`config.mk`:
```
export PLATFORM = sky130hd
export DESIGN_NAME = conv_encoder_213_flat
export DESIGN_NICKNAME = d
export VERILOG_FILES = /design/src/rtl/conv_encoder_213_pkg.sv /design/src/rtl/conv_encoder_213_if.sv /design/src/rtl/conv_enc_213_core.sv /design/src/rtl/conv_encoder_213.sv /design/src/flat_wrapper.sv
export SDC_FILE = /design/constraint.sdc
export NUM_CORES = 1
export LEC_CHECK = 0
export BUFFER_PORTS_ARGS = -buffer_cell sky130_fd_sc_hd__buf_2
export CORE_ASPECT_RATIO = 0.6
export CORE_UTILIZATION = 35
export DETAILED_ROUTE_END_ITERATION = 10
export HOLD_SLACK_MARGIN = 0.1
export PLACE_DENSITY = 0.51
export SYNTH_ARGS = -nofsm -noshare
export SYNTH_HDL_FRONTEND = slang
export SYNTH_HIERARCHICAL = 1
export SYNTH_SLANG_ARGS = --single-unit
```
`constraint.sdc`:
```
create_clock -name clk -period 1.9 [get_ports clk]
set_input_delay 0.38 -clock clk [delete_from_list [all_inputs] [get_ports clk]]
set_output_delay 0.38 -clock clk [all_outputs]
set_load 0.01 [all_outputs]
```
`src/rtl/conv_encoder_213_pkg.sv`:
```
// ============================================================================
// conv_encoder_213_pkg : shared (2,1,3) code parameters, FSM encoding, symbol fn
// Revision: 1.0
// ============================================================================
`default_nettype none

package conv_encoder_213_pkg;

  localparam int ENC_M = 3;
  localparam logic [ENC_M:0] ENC_G0 = 4'b1101;  // octal 15, MSB taps the input
  localparam logic [ENC_M:0] ENC_G1 = 4'b1111;  // octal 17
  localparam int ENC_CNT_W = 16;

  localparam int ST_W = 2;
  localparam logic [ST_W-1:0] ST_IDLE = 2'd0;
  localparam logic [ST_W-1:0] ST_DATA = 2'd1;
  localparam logic [ST_W-1:0] ST_TAIL = 2'd2;

  // Branch symbol {G0 parity, G1 parity} for trellis state s and input u.
  function automatic logic [1:0] enc_symbol(input logic [ENC_M-1:0] s, input logic u);
    logic [ENC_M:0] r;
    r = {u, s};
    return {^(r & ENC_G0), ^(r & ENC_G1)};
  endfunction

endpackage

`default_nettype wire

```
`src/rtl/conv_encoder_213_if.sv`:
```
// ============================================================================
// conv_encoder_213_if : bit-in / symbol-out handshake bundle of the encoder
// Revision: 1.0
// ============================================================================
`default_nettype none

interface conv_encoder_213_if
  import conv_encoder_213_pkg::*;
#(
  parameter int CNT_W = ENC_CNT_W
) ();

  logic             in_valid;
  logic             in_ready;
  logic             in_bit;
  logic             in_last;
  logic             out_valid;
  logic             out_ready;
  logic [1:0]       out_sym;
  logic             out_tail;
  logic             out_last;
  logic             busy;
  logic [CNT_W-1:0] frame_cnt;

  modport master (
    output in_valid, in_bit, in_last, out_ready,
    input  in_ready, out_valid, out_sym, out_tail, out_last, busy, frame_cnt
  );

  modport slave (
    input  in_valid, in_bit, in_last, out_ready,
    output in_ready, out_valid, out_sym, out_tail, out_last, busy, frame_cnt
  );

endinterface

`default_nettype wire

```
`src/rtl/conv_enc_213_core.sv`:
```
// ============================================================================
// conv_enc_213_core : combinational trellis step (s, u) -> (sym, next_s)
// Revision: 1.0
// ============================================================================
`default_nettype none

module conv_enc_213_core
  import conv_encoder_213_pkg::*;
#(
  parameter int           M  = ENC_M,
  parameter logic [M:0]   G0 = ENC_G0,
  parameter logic [M:0]   G1 = ENC_G1
) (
  input  logic [M-1:0] s,
  input  logic         u,
  output logic [1:0]   sym,
  output logic [M-1:0] next_s
);

  logic [M:0] r;

  always_comb begin
    r   = {u, s};
    sym = {^(r & G0), ^(r & G1)};
  end

  // New bit enters at the MSB so the state index matches the decoder's numbering.
  if (M > 1) begin : g_shift_wide
    assign next_s = {u, s[M-1:1]};
  end else begin : g_shift_one
    assign next_s = u;
  end

endmodule

`default_nettype wire

```
`src/rtl/conv_encoder_213.sv`:
```
// ============================================================================
// conv_encoder_213 : rate-1/2 K=4 convolutional encoder with zero-tail frames
// Revision: 1.0
// ============================================================================
`default_nettype none

module conv_encoder_213
  import conv_encoder_213_pkg::*;
#(
  parameter int         M     = ENC_M,
  parameter logic [M:0] G0    = ENC_G0,
  parameter logic [M:0] G1    = ENC_G1,
  parameter int         CNT_W = ENC_CNT_W
) (
  input  logic               clk,
  input  logic               reset_n,
  conv_encoder_213_if.slave  bus
);

  localparam int              TC_W    = (M > 1) ? $clog2(M) : 1;
  localparam logic [TC_W-1:0] TC_LAST = TC_W'(M - 1);
  localparam logic [CNT_W-1:0] CNT_MAX = '1;

  logic [ST_W-1:0]  state_q, state_d;
  logic [M-1:0]     s_q, s_d;
  logic [TC_W-1:0]  tail_cnt_q, tail_cnt_d;
  logic [CNT_W-1:0] frame_cnt_q, frame_cnt_d;
  logic             out_valid_q, out_valid_d;
  logic [1:0]       out_sym_q, out_sym_d;
  logic             out_tail_q, out_tail_d;
  logic             out_last_q, out_last_d;

  logic             load, in_ready, accept, tail_step, tail_done, u;
  logic [1:0]       enc_sym;
  logic [M-1:0]     enc_next;

  conv_enc_213_core #(.M(M), .G0(G0), .G1(G1)) u_core (
    .s      (s_q),
    .u      (u),
    .sym    (enc_sym),
    .next_s (enc_next)
  );

  always_ff @(posedge clk or negedge reset_n) begin
    if (!reset_n) begin
      state_q <= ST_IDLE;
    end else begin
      state_q <= state_d;
    end
  end

  always_comb begin
    state_d = state_q;
    case (state_q)
      ST_IDLE: if (accept) state_d = bus.in_last ? ST_TAIL : ST_DATA;
      ST_DATA: if (accept && bus.in_last) state_d = ST_TAIL;
      ST_TAIL: if (tail_done) state_d = ST_IDLE;
      default: state_d = ST_IDLE;
    endcase
  end

  // The single output stage passes ready through, so a full register that is
  // being drained can be reloaded in the same cycle.
  always_comb begin
    load      = !out_valid_q || bus.out_ready;
    in_ready  = load && (state_q != ST_TAIL);
    accept    = bus.in_valid && in_ready;
    tail_step = load && (state_q == ST_TAIL);
    tail_done = tail_step && (tail_cnt_q == TC_LAST);
    u         = (state_q == ST_TAIL) ? 1'b0 : bus.in_bit;
  end

  always_comb begin
    s_d         = s_q;
    tail_cnt_d  = tail_cnt_q;
    frame_cnt_d = frame_cnt_q;
    out_valid_d = out_valid_q;
    out_sym_d   = out_sym_q;
    out_tail_d  = out_tail_q;
    out_last_d  = out_last_q;
    if (accept || tail_step) begin
      s_d = enc_next;
    end
    if (tail_step) begin
      tail_cnt_d = tail_done ? '0 : tail_cnt_q + 1'b1;
    end
    if (accept) begin
      if (state_q == ST_IDLE) begin
        frame_cnt_d = CNT_W'(1);
      end else if (frame_cnt_q != CNT_MAX) begin
        frame_cnt_d = frame_cnt_q + 1'b1;
      end
    end
    if (load) begin
      out_valid_d = accept || tail_step;
      out_sym_d   = enc_sym;
      out_tail_d  = tail_step;
      out_last_d  = tail_done;
    end
  end

  always_ff @(posedge clk or negedge reset_n) begin
    if (!reset_n) begin
      s_q         <= '0;
      tail_cnt_q  <= '0;
      frame_cnt_q <= '0;
      out_valid_q <= 1'b0;
      out_sym_q   <= 2'b00;
      out_tail_q  <= 1'b0;
      out_last_q  <= 1'b0;
    end else begin
      s_q         <= s_d;
      tail_cnt_q  <= tail_cnt_d;
      frame_cnt_q <= frame_cnt_d;
      out_valid_q <= out_valid_d;
      out_sym_q   <= out_sym_d;
      out_tail_q  <= out_tail_d;
      out_last_q  <= out_last_d;
    end
  end

  assign bus.in_ready  = in_ready;
  assign bus.out_valid = out_valid_q;
  assign bus.out_sym   = out_sym_q;
  assign bus.out_tail  = out_tail_q;
  assign bus.out_last  = out_last_q;
  assign bus.busy      = (state_q != ST_IDLE);
  assign bus.frame_cnt = frame_cnt_q;

endmodule

`default_nettype wire

```
`src/flat_wrapper.sv`:
```
// flat-port wrapper written by rule: the top's interface ports become plain ports
module conv_encoder_213_flat import conv_encoder_213_pkg::*;
#(
  parameter int         M     = ENC_M,
  parameter logic [M:0] G0    = ENC_G0,
  parameter logic [M:0] G1    = ENC_G1,
  parameter int         CNT_W = ENC_CNT_W
)
  (clk, reset_n, bus_in_valid, bus_in_bit, bus_in_last, bus_out_ready, bus_in_ready, bus_out_valid, bus_out_sym, bus_out_tail, bus_out_last, bus_busy, bus_frame_cnt);
  conv_encoder_213_if #(.CNT_W(CNT_W)) bus_i ();
  input  logic clk;
  input  logic reset_n;
  input wire logic [$bits(bus_i.in_valid)-1:0] bus_in_valid;
  input wire logic [$bits(bus_i.in_bit)-1:0] bus_in_bit;
  input wire logic [$bits(bus_i.in_last)-1:0] bus_in_last;
  input wire logic [$bits(bus_i.out_ready)-1:0] bus_out_ready;
  output wire logic [$bits(bus_i.in_ready)-1:0] bus_in_ready;
  output wire logic [$bits(bus_i.out_valid)-1:0] bus_out_valid;
  output wire logic [$bits(bus_i.out_sym)-1:0] bus_out_sym;
  output wire logic [$bits(bus_i.out_tail)-1:0] bus_out_tail;
  output wire logic [$bits(bus_i.out_last)-1:0] bus_out_last;
  output wire logic [$bits(bus_i.busy)-1:0] bus_busy;
  output wire logic [$bits(bus_i.frame_cnt)-1:0] bus_frame_cnt;
  assign bus_i.in_valid = bus_in_valid;
  assign bus_i.in_bit = bus_in_bit;
  assign bus_i.in_last = bus_in_last;
  assign bus_i.out_ready = bus_out_ready;
  assign bus_in_ready = bus_i.in_ready;
  assign bus_out_valid = bus_i.out_valid;
  assign bus_out_sym = bus_i.out_sym;
  assign bus_out_tail = bus_i.out_tail;
  assign bus_out_last = bus_i.out_last;
  assign bus_busy = bus_i.busy;
  assign bus_frame_cnt = bus_i.frame_cnt;
  conv_encoder_213 #(.M(M), .G0(G0), .G1(G1), .CNT_W(CNT_W)) u_core (.clk(clk), .reset_n(reset_n), .bus(bus_i));
endmodule
```
# Word level (Yosys, flattened, before mapping)
# Index checks and enable logic that the tools add are counted.
# totals
in_bits	6
register_bits	28
output_inout_bits	23
wordCells	42
# classes
n_eq_ne	8
add_sub_neg	2
n_reduce_logical	15
n_mux	9
# ops
op	n
$mux W16	2
$add A16 B1 Y16 const B	1
$ne A16 B16 Y1 const B	1
$mux W2	5
$reduce_xor A4 Y1	2
$ne A2 B1 Y1 const B	3
$pmux W2 S3	1
$logic_and A1 B1 Y1	5
$eq A2 B2 Y1 const B	2
$reduce_bool A2 Y1	2
$reduce_and A3 Y1	1
$add A2 B1 Y2 const B	1
$eq A2 B1 Y1 const B	1
$logic_not A2 Y1	1
$logic_or A1 B1 Y1	2
$ne A2 B2 Y1 const B	1
$reduce_and A2 Y1	1
$logic_not A1 Y1	1
$mux W1	1

# Depth between registers and ports, before layout
# Gate-level depths: netlist of run 1.
# depth
depth_word	7
depth_mapped	8
mapped_depth_nobuf	6

# By module
# The synthesis of run 1 kept the hierarchy.
# by_module_without_submodules
module	cells_per_inst	area_each_um2	seq_area_each_um2	instances
conv_encoder_213	159	1418.9	700.7	1
conv_enc_213_core	7	65.1	0.0	1

# Worst setup path after synthesis of run 1
# No wires, ideal clock.
# synth_timing
kind	reg2reg
startpoint	register u_core.frame_cnt_q[0], in the netlist u_core/bus.frame_cnt[0]
endpoint	register u_core.frame_cnt_q[8], in the netlist u_core/bus.frame_cnt[8]
setup_slack_ns	0.193
period_less_slack_ns	1.707
stages_incl_launch_ff	8
required_time_ns	1.779
path_buffers	2
setup_ns	0.121
arrival_time_ns	1.586
path_cell_list	dfrtp_1 ha_1 and3_1 buf_2 and3_1 buf_2 and3_1 o22a_1
# synth_between
elab_chain_cells	3
word_cells_on_any_way	6
classes_between	1 x add/sub; 1 x eq/ne; 2 x mux; 2 x reduce/logical
# synth_lines
element	line_no	source
start, declared	conv_encoder_213.sv:27	logic [CNT_W-1:0] frame_cnt_q, frame_cnt_d;
start signal, assigned	conv_encoder_213.sv:114	frame_cnt_q <= frame_cnt_d;
$add A16 B1 Y16 or $ne A16 B16 Y1 (tied branches)	conv_encoder_213.sv:91, conv_encoder_213.sv:90	
$mux W16 or $reduce_bool A2 Y1 (tied branches)	--	
$mux W16 or $reduce_and A2 Y1 (tied branches)	--	
# Parallel ways exist; a longest one is shown, timed or not. The select of a mux whose other input is x is not followed.
# A chain may end at the register's enable or synchronous reset.

# Worst setup path in the final report of run 1
# layout_timing
startpoint	register u_core.frame_cnt_q[13], in the netlist u_core/bus.frame_cnt[13]
endpoint	register u_core.frame_cnt_q[4], in the netlist u_core/bus.frame_cnt[4]
# layout_between
elab_chain_cells	3
# layout_lines
element	line_no	source
$ne A16 B16 Y1	conv_encoder_213.sv:90	end else if (frame_cnt_q != CNT_MAX) begin
$reduce_bool A2 Y1 (no line)	--	
$reduce_and A2 Y1 (no line)	--	
# No other way between the ends.

==> key figures, run 1 <==
Timing
  – Worst rel slew slack: 57.5%
  – Clock skew: 0.00550 ns
  – Max-slew violation count: 0
  – Final setup violating endpoints: 0
  – Final Critical Period: 1.77 ns
  – Setup_tns: 0 ns
  – Hold_ws: 0.120 ns
  – Final Hold Viols: 0
  – RSZ-0062 raised after global routing: false
  – Final worst path period share: 93.3%
  – Worst Tran Pin Value: 0.638 ns
  – Highest clock rate: 564 MHz
  – Final Worst Setup Slack: 0.127 ns

Global route
  – Largest net degree at the start of global routing: 29
  – Vias in the first global route: 1207
  – Gr ovfl total: 0
  – Initial antenna violation count: 0
  – Gr usage total: 17.6%
  – First-pass GRT wire length: 6020 µm

Route
  – Number of remaining DRC errors: 0
  – Drt wl/cell: 13.9 µm
  – Post-Route WL: 3510 µm
  – Vias after detailed routing: 1301
  – DRT iter0 DRCs: 68
  – Initial DRT Pass Iterations: 4
  – Post-route ant nets: 0
  – Drt via density: 5.14

Yosys
  – Post-synthesis mux area share: 3.04%
  – Register bit total from synthesis: 28
  – Register area share after synthesis: 47.2%
  – Compound-Gate Fraction of Synth Area: 17.5%
  – Synthesized area: 1480 µm²
  – Post-Synthesis Cells: 166
  – Synth top area share: 47.2%
  – Largest family of logic cells by synthesized area: simple AND/OR/NAND/NOR gates
  – Synth area leader: dfrtp_1
  – Unique cell type count in the Yosys netlist: 35
  – Synth Area in XOR/XNOR: 2.87%
  – Syn avg cell area: 8.94 µm²
  – Post-Synth Simple-Gate Area: 23.7%
  – Yosys warns: 6
  – Area contributors post-synth: dfrtp_1, o21ai_0, nand2_1
  – Post-Synth Adder-Cell Area: 0.843%
  – Syn_nets: 173

Finish
  – Highest-count cells in the layout ignoring fill and taps: buf_2, dfrtp_1, nand2_1
  – Leading cell type in the layout, fill and taps excluded: buf_2
  – Final antenna diode count: 0
  – Fill cell count: 382
  – Register Area: 702 µm²
  – Area of the multi-input gates: 713 µm²
  – Synth-to-Final Area Change: 18.5%
  – Layout cell share with drive strength beyond 1: 26.5%
  – Nets: 205
  – Post-layout util: 45.7%

Clocking
  – # resized after CTS: 0
  – CTS tree: yes
  – CTS H-tree lvls: 1
  – CTS Sinks: 28
  – Clock buffer depth: 2
  – Clk root buf: clkbuf_8
  – CTS clk-pin slew, worst paths: 0.09 ns
  – Post-CTS Setup Inserts: 0
  – Clk_lat worst skew: 0.27 ns
  – Total clock buffers created by CTS: 3
  – Hold-fix buffers, CTS: 0

Pwr
  – Pwr per Cell Area: 1160 nW/µm²
  – Clock network fraction of design power: 15.8%
  – Sequential cell fraction of total power: 42.6%
  – Peak supply drop: 0.511 mV
  – Comb pwr share: 41.5%
  – P_sw: 763 µW
  – Int Pwr: 1.27 mW
  – Sw frac: 37.5%
  – LEAKAGE: 0.845 nW

Setup path
  – Critical path's most frequent cell: o21ai_0
  – Buf/Inv on CP: 1
  – Data required time of the worst path: 2.08 ns
  – Crit path kind: flop to flop
  – Crit path max fanout: 9
  – Slowest library cell on the worst path: or4_4
  – CP endpoint kind: flop
  – Setup crit start kind: flop
  – Worst EP arrival: 1.96 ns
  – Worst-path cell chain: nand4_1 -> or4_4 -> o21ai_2 -> buf_4 -> o21ai_0 -> o21ai_0
  – Crit-path leading delay family: simple AND/OR/NAND/NOR gates
  – Max incr delay on CP: 0.55 ns

Die
  – Cell Rows: 17
  – Core ar.: 3850 µm²
  – Starting Density: 38.5%
  – IO Count: 29
  – Die W: 86.1 µm
  – Die H: 52.4 µm
  – Die area: 4510 µm²

Hold path
  – Hold Crit Class: primary input to asynchronous set/reset pin

Outcome
  – Status: completed

Place
  – PortBufs: 28
  – GP Congestion: 0.838
  – Setup slack at placement: 0.173 ns
  – Detail Placement HPWL: 2610 µm

Flow run
  – Max Cap Viol: 0
[worst register-to-register path: stages, from the launching register on]
cell     delay (ns)
dfrtp_1        0.41
nand4_1        0.18
or4_4          0.55
o21ai_2        0.17
buf_4          0.19
o21ai_0        0.09
o21ai_0        0.09
[routing by layer]
layer	GRT usage (%)	vias up	share of wire [%]
li1	-	654	-
met1	26.9	616	55
met2	25.3	31	40
met3	4.57	0	4.3
met4	2.50	0	0
met5	0	-	0
[layout make-up]
type	instances	area share, %
clock buffers	3	2.35
inverters	2	0.427
multi-input cells	124	40.6
flip-flops and latches	28	39.9
well taps	57	4.06
repair buffers	39	12.7
[stage by stage]
step | total power, mW | cell area, µm² | std cells
final | 2.04 | 1760 | 253
after global routing | 2.22 | 1760 | 253
after CTS | 2.05 | 1760 | 253
after detailed placement | 1.72 | 1710 | 250
after global placement | 1.71 | 1710 | 250
after floorplan | 1.47 | 1480 | 166
[worst paths after layout]
kind,end,from,cells after the start,slack (ns)
max in group asynchronous,u_core/bus.frame_cnt[0]$_DFFE_PN0P_,reset_n,1,1.33
worst max register to register,u_core/bus.frame_cnt[4]$_DFFE_PN0P_,u_core/bus.frame_cnt[13]$_DFFE_PN0P_,6,0.13
worst min register to register,u_core/bus.out_sym[1]$_DFFE_PN0P_,u_core/bus.out_sym[1]$_DFFE_PN0P_,2,0.46
min in group clk,u_core/state_q[0]$_DFFE_PN0P_,bus_in_last,2,0.28
worst max-delay path,u_core/bus.frame_cnt[4]$_DFFE_PN0P_,u_core/bus.frame_cnt[13]$_DFFE_PN0P_,6,0.13
worst min-delay path,u_core/bus.out_tail$_DFFE_PN0P_,reset_n,1,0.12
[logic make-up (layout without fill, tap and decap cells)]
| kind of cell | after synthesis | in the layout |
|---|---|---|
| simple gates | 70 | 70 |
| compound gates | 45 | 45 |
| flops | 28 | 28 |
| buf+inv | 14 | 44 |
| xor+xnor | 4 | 4 |
| mux | 4 | 4 |
| fa+ha+maj | 1 | 1 |
[power by group through the flow]
stage	clock network [mW]	logic, mW	registers (mW)
global placement	0	0.838	0.869
CTS	0.333	0.845	0.868
finish	0.323	0.845	0.867
floorplan	0	0.560	0.906
global route	0.358	0.957	0.900
detailed placement	0	0.843	0.880
[registers in the layout (all words and copies together) (netlist names)]
register	cells
u_core/state_q	2
u_core/tail_cnt_q	2
u_core/bus.out_valid	1
u_core/bus.out_sym	2
u_core/s_q	3
u_core/bus.frame_cnt	16
u_core/bus.out_tail	1
u_core/bus.out_last	1
[cell usage after synthesis]
cell type / instances
or2_2: 1
inv_1: 2
o21ai_0: 18
nand2_1: 23
nand3_1: 10
buf_4: 4
nor4_1: 1
o21ai_1: 7
and2_1: 3
and3_1: 8
nor3b_1: 1
mux2_2: 4
o311ai_0: 1
nand2b_1: 3
ha_1: 1
xnor2_1: 2
clkbuf_1: 5
o31ai_1: 2
o211ai_1: 1
nor2_1: 10
or3_1: 1
a22o_1: 1
o21ai_2: 1
a31oi_1: 8
dfrtp_1: 28
a211oi_1: 1
nand4_1: 4
xor2_1: 1
o22a_1: 1
buf_2: 3
nor2b_1: 3
xnor2_2: 1
a21oi_1: 4
or4_4: 1
and4_1: 1
Power figures use the tool's default switching activity.
==> run 2: changes to the inputs <==
- SYNTH_HIERARCHICAL: 1 -> unset
==> run 2 against run 1 <==
Non-clock buffer count increased by 5. Final cell count increased by 0.40%. Routed wire length increased by 8.4%. Sequential power increased by 12%. Critical path type unchanged. Largest power group is now combinational cells. Highest routed layer is now met4.
==> key figures, run 2 <==
Finish
  – Highest-count cells in the layout ignoring fill and taps: buf_2, dfrtp_1, nand2_1
  – Nets: 205
  – Area of the multi-input gates: 752 µm²
  – Synth-to-Final Area Change: 24.3%
  – Fill cell count: 389
  – Number of flip-flops in the largest register: 16
  – Post-layout util: 47.9%
  – Register Area: 703 µm²
  – Leading cell type in the layout, fill and taps excluded: buf_2
  – Final antenna diode count: 0
  – Layout cell share with drive strength beyond 1: 29.4%

Setup path
  – Cells on worst reg2reg path: 4
  – Crit path max fanout: 7
  – Worst EP arrival: 1.98 ns
  – Setup crit start kind: flop
  – Data required time of the worst path: 2.07 ns
  – Critical R2R Capture: u_core.bus.frame_cnt[15]$_DFFE_PN0P_
  – CP endpoint kind: flop
  – Reg2Reg Setup Slack: 0.09 ns
  – Crit path kind: flop to flop
  – RR Startpoint: u_core.bus.frame_cnt[10]$_DFFE_PN0P_

Yosys
  – Post-Synth Simple-Gate Area: 27.3%
  – Area contributors post-synth: dfrtp_1, nand2_1, o22a_1
  – Post-Synth Adder-Cell Area: 0.840%
  – Syn_nets: 162
  – Most common library cells after synthesis: dfrtp_1, nand2_1, nand3_1, o21ai_0
  – Register bit total from synthesis: 28
  – Synth Area in XOR/XNOR: 2.69%
  – Syn avg cell area: 9.61 µm²
  – Unique cell type count in the Yosys netlist: 38
  – Synth area leader: dfrtp_1
  – EDFF count, synth: 0
  – Most frequent cell after synthesis: dfrtp_1
  – Register area share after synthesis: 47.0%
  – Largest family of logic cells by synthesized area: simple AND/OR/NAND/NOR gates
  – Post-Synthesis Cells: 155
  – Synth top area share: 47.0%
  – Post-synthesis mux area share: 2.18%
  – Async SR Flop Fraction: 100%
  – Compound-Gate Fraction of Synth Area: 17.3%
  – Synthesized area: 1490 µm²
  – Primary FF master, synth: dfrtp_1
  – Yosys warns: 0

Place
  – GP Congestion: 0.816
  – PortBufs: 28
  – Detail Placement HPWL: 2840 µm
  – Setup slack at placement: 0.107 ns

Timing
  – Final setup violating endpoints: 0
  – Clock skew: 0.00130 ns
  – RSZ-0062 raised after global routing: false
  – Setup_tns: 0 ns
  – Worst rel slew slack: 58.3%
  – Final worst path period share: 95.4%
  – Final Worst Setup Slack: 0.0867 ns
  – Final Hold Viols: 0
  – Max-slew violation count: 0
  – Worst Tran Pin Value: 0.625 ns
  – Hold_ws: 0.109 ns
  – Highest clock rate: 551 MHz
  – Final Critical Period: 1.81 ns

Route
  – Post-route ant nets: 0
  – Drt wl/cell: 15.0 µm
  – DRT iter0 DRCs: 123
  – Number of remaining DRC errors: 0
  – Vias after detailed routing: 1386
  – Post-Route WL: 3800 µm
  – Initial DRT Pass Iterations: 4
  – Drt via density: 5.46

Outcome
  – Status: completed

Die
  – IO Count: 29
  – Cell Rows: 17
  – Die H: 52.5 µm
  – Die W: 86.2 µm
  – Starting Density: 38.5%
  – Core ar.: 3870 µm²
  – Die area: 4530 µm²

Hold path
  – Hold Crit Class: primary input to asynchronous set/reset pin

Clocking
  – Clock buffer depth: 2
  – CTS clk-pin slew, worst paths: 0.10 ns
  – Total clock buffers created by CTS: 3
  – Post-CTS Setup Inserts: 0
  – Clk_lat worst skew: 0.28 ns
  – CTS Sinks: 28
  – Clk root buf: clkbuf_8
  – CTS tree: yes
  – CTS H-tree lvls: 1

Global route
  – Vias in the first global route: 1285
  – Initial antenna violation count: 0
  – Gr usage total: 19.5%
  – Gr ovfl total: 0
  – First-pass GRT wire length: 6600 µm
  – Largest net degree at the start of global routing: 29

Pwr
  – Peak supply drop: 0.403 mV
  – LEAKAGE: 0.881 nW
  – Pwr per Cell Area: 1260 nW/µm²
  – Total Power: 2.34 mW

Flow run
  – Max Cap Viol: 0
-- run 2: kinds of logic after synthesis --
family                     after synthesis
AOI/OAI and AO/OA                       34
xor gates and xnor gates                 3
adders and majority gates                1
buffers and inverters                    9
DFF                                     28
muxes                                    3
and+or+nand+nor                         77
-- run 2: final cells by class --
type                       instances  share of cell area, %
clock buffer                       4                   2.97
inverter                           3                  0.608
multi-input combinational        118                   40.6
sequential                        28                   37.9
tap                               57                   3.85
timing repair buffer              44                   14.0
-- run 2: metal layers --
layer	wire length (µm)	part of all wire (%)	global-route usage, %
met4	11	0.29	3.33
met1	2060	54	30.0
met3	251	6.6	4.72
met2	1480	39	27.5
met5	0	0	0
-- run 2: how the worst max path moves through the flow --
stage	slack, ns	startpoint	to	cells past startpoint
2_1_floorplan	0.12	u_core.bus.frame_cnt[0]$_DFFE_PN0P_	u_core.bus.frame_cnt[1]$_DFFE_PN0P_	6
3_3_place_gp	0.13	u_core.bus.frame_cnt[1]$_DFFE_PN0P_	u_core.bus.frame_cnt[1]$_DFFE_PN0P_	6
3_5_place_dp	0.11	u_core.bus.frame_cnt[4]$_DFFE_PN0P_	u_core.bus.frame_cnt[15]$_DFFE_PN0P_	4
4_1_cts	0.1	u_core.bus.frame_cnt[4]$_DFFE_PN0P_	u_core.bus.frame_cnt[15]$_DFFE_PN0P_	4
5_1_grt	0.002	u_core.bus.frame_cnt[10]$_DFFE_PN0P_	u_core.bus.frame_cnt[15]$_DFFE_PN0P_	4
6_report	0.09	u_core.bus.frame_cnt[10]$_DFFE_PN0P_	u_core.bus.frame_cnt[15]$_DFFE_PN0P_	4
-- run 2: through the flow --
step,instances,instance area (µm²)
4_1_cts,254,1850
5_1_grt,254,1850
2_1_floorplan,155,1490
3_3_place_gp,250,1790
3_5_place_dp,250,1790
6_report,254,1850
-- run 2: worst max-delay path, cell delays in order (launching register included) --
cell and delay [ns]:
dfrtp_1 0.50, nand4_1 0.19, or4_4 0.55, o211a_1 0.22
a211o_1 0.24
-- run 2: report_power, final --
group          switching (mW)  leakage, nW  internal (mW)
clock                   0.190       0.0288          0.186
combinational           0.536        0.495          0.462
sequential              0.193        0.358          0.774
-- run 2: timing repair --
| action | CTS | global route |
|---|---|---|
| hold buffers | 0 | 0 |
| endpoints found under the setup margin | 0 | 2 |
| gates resized for setup | 0 | 3 |
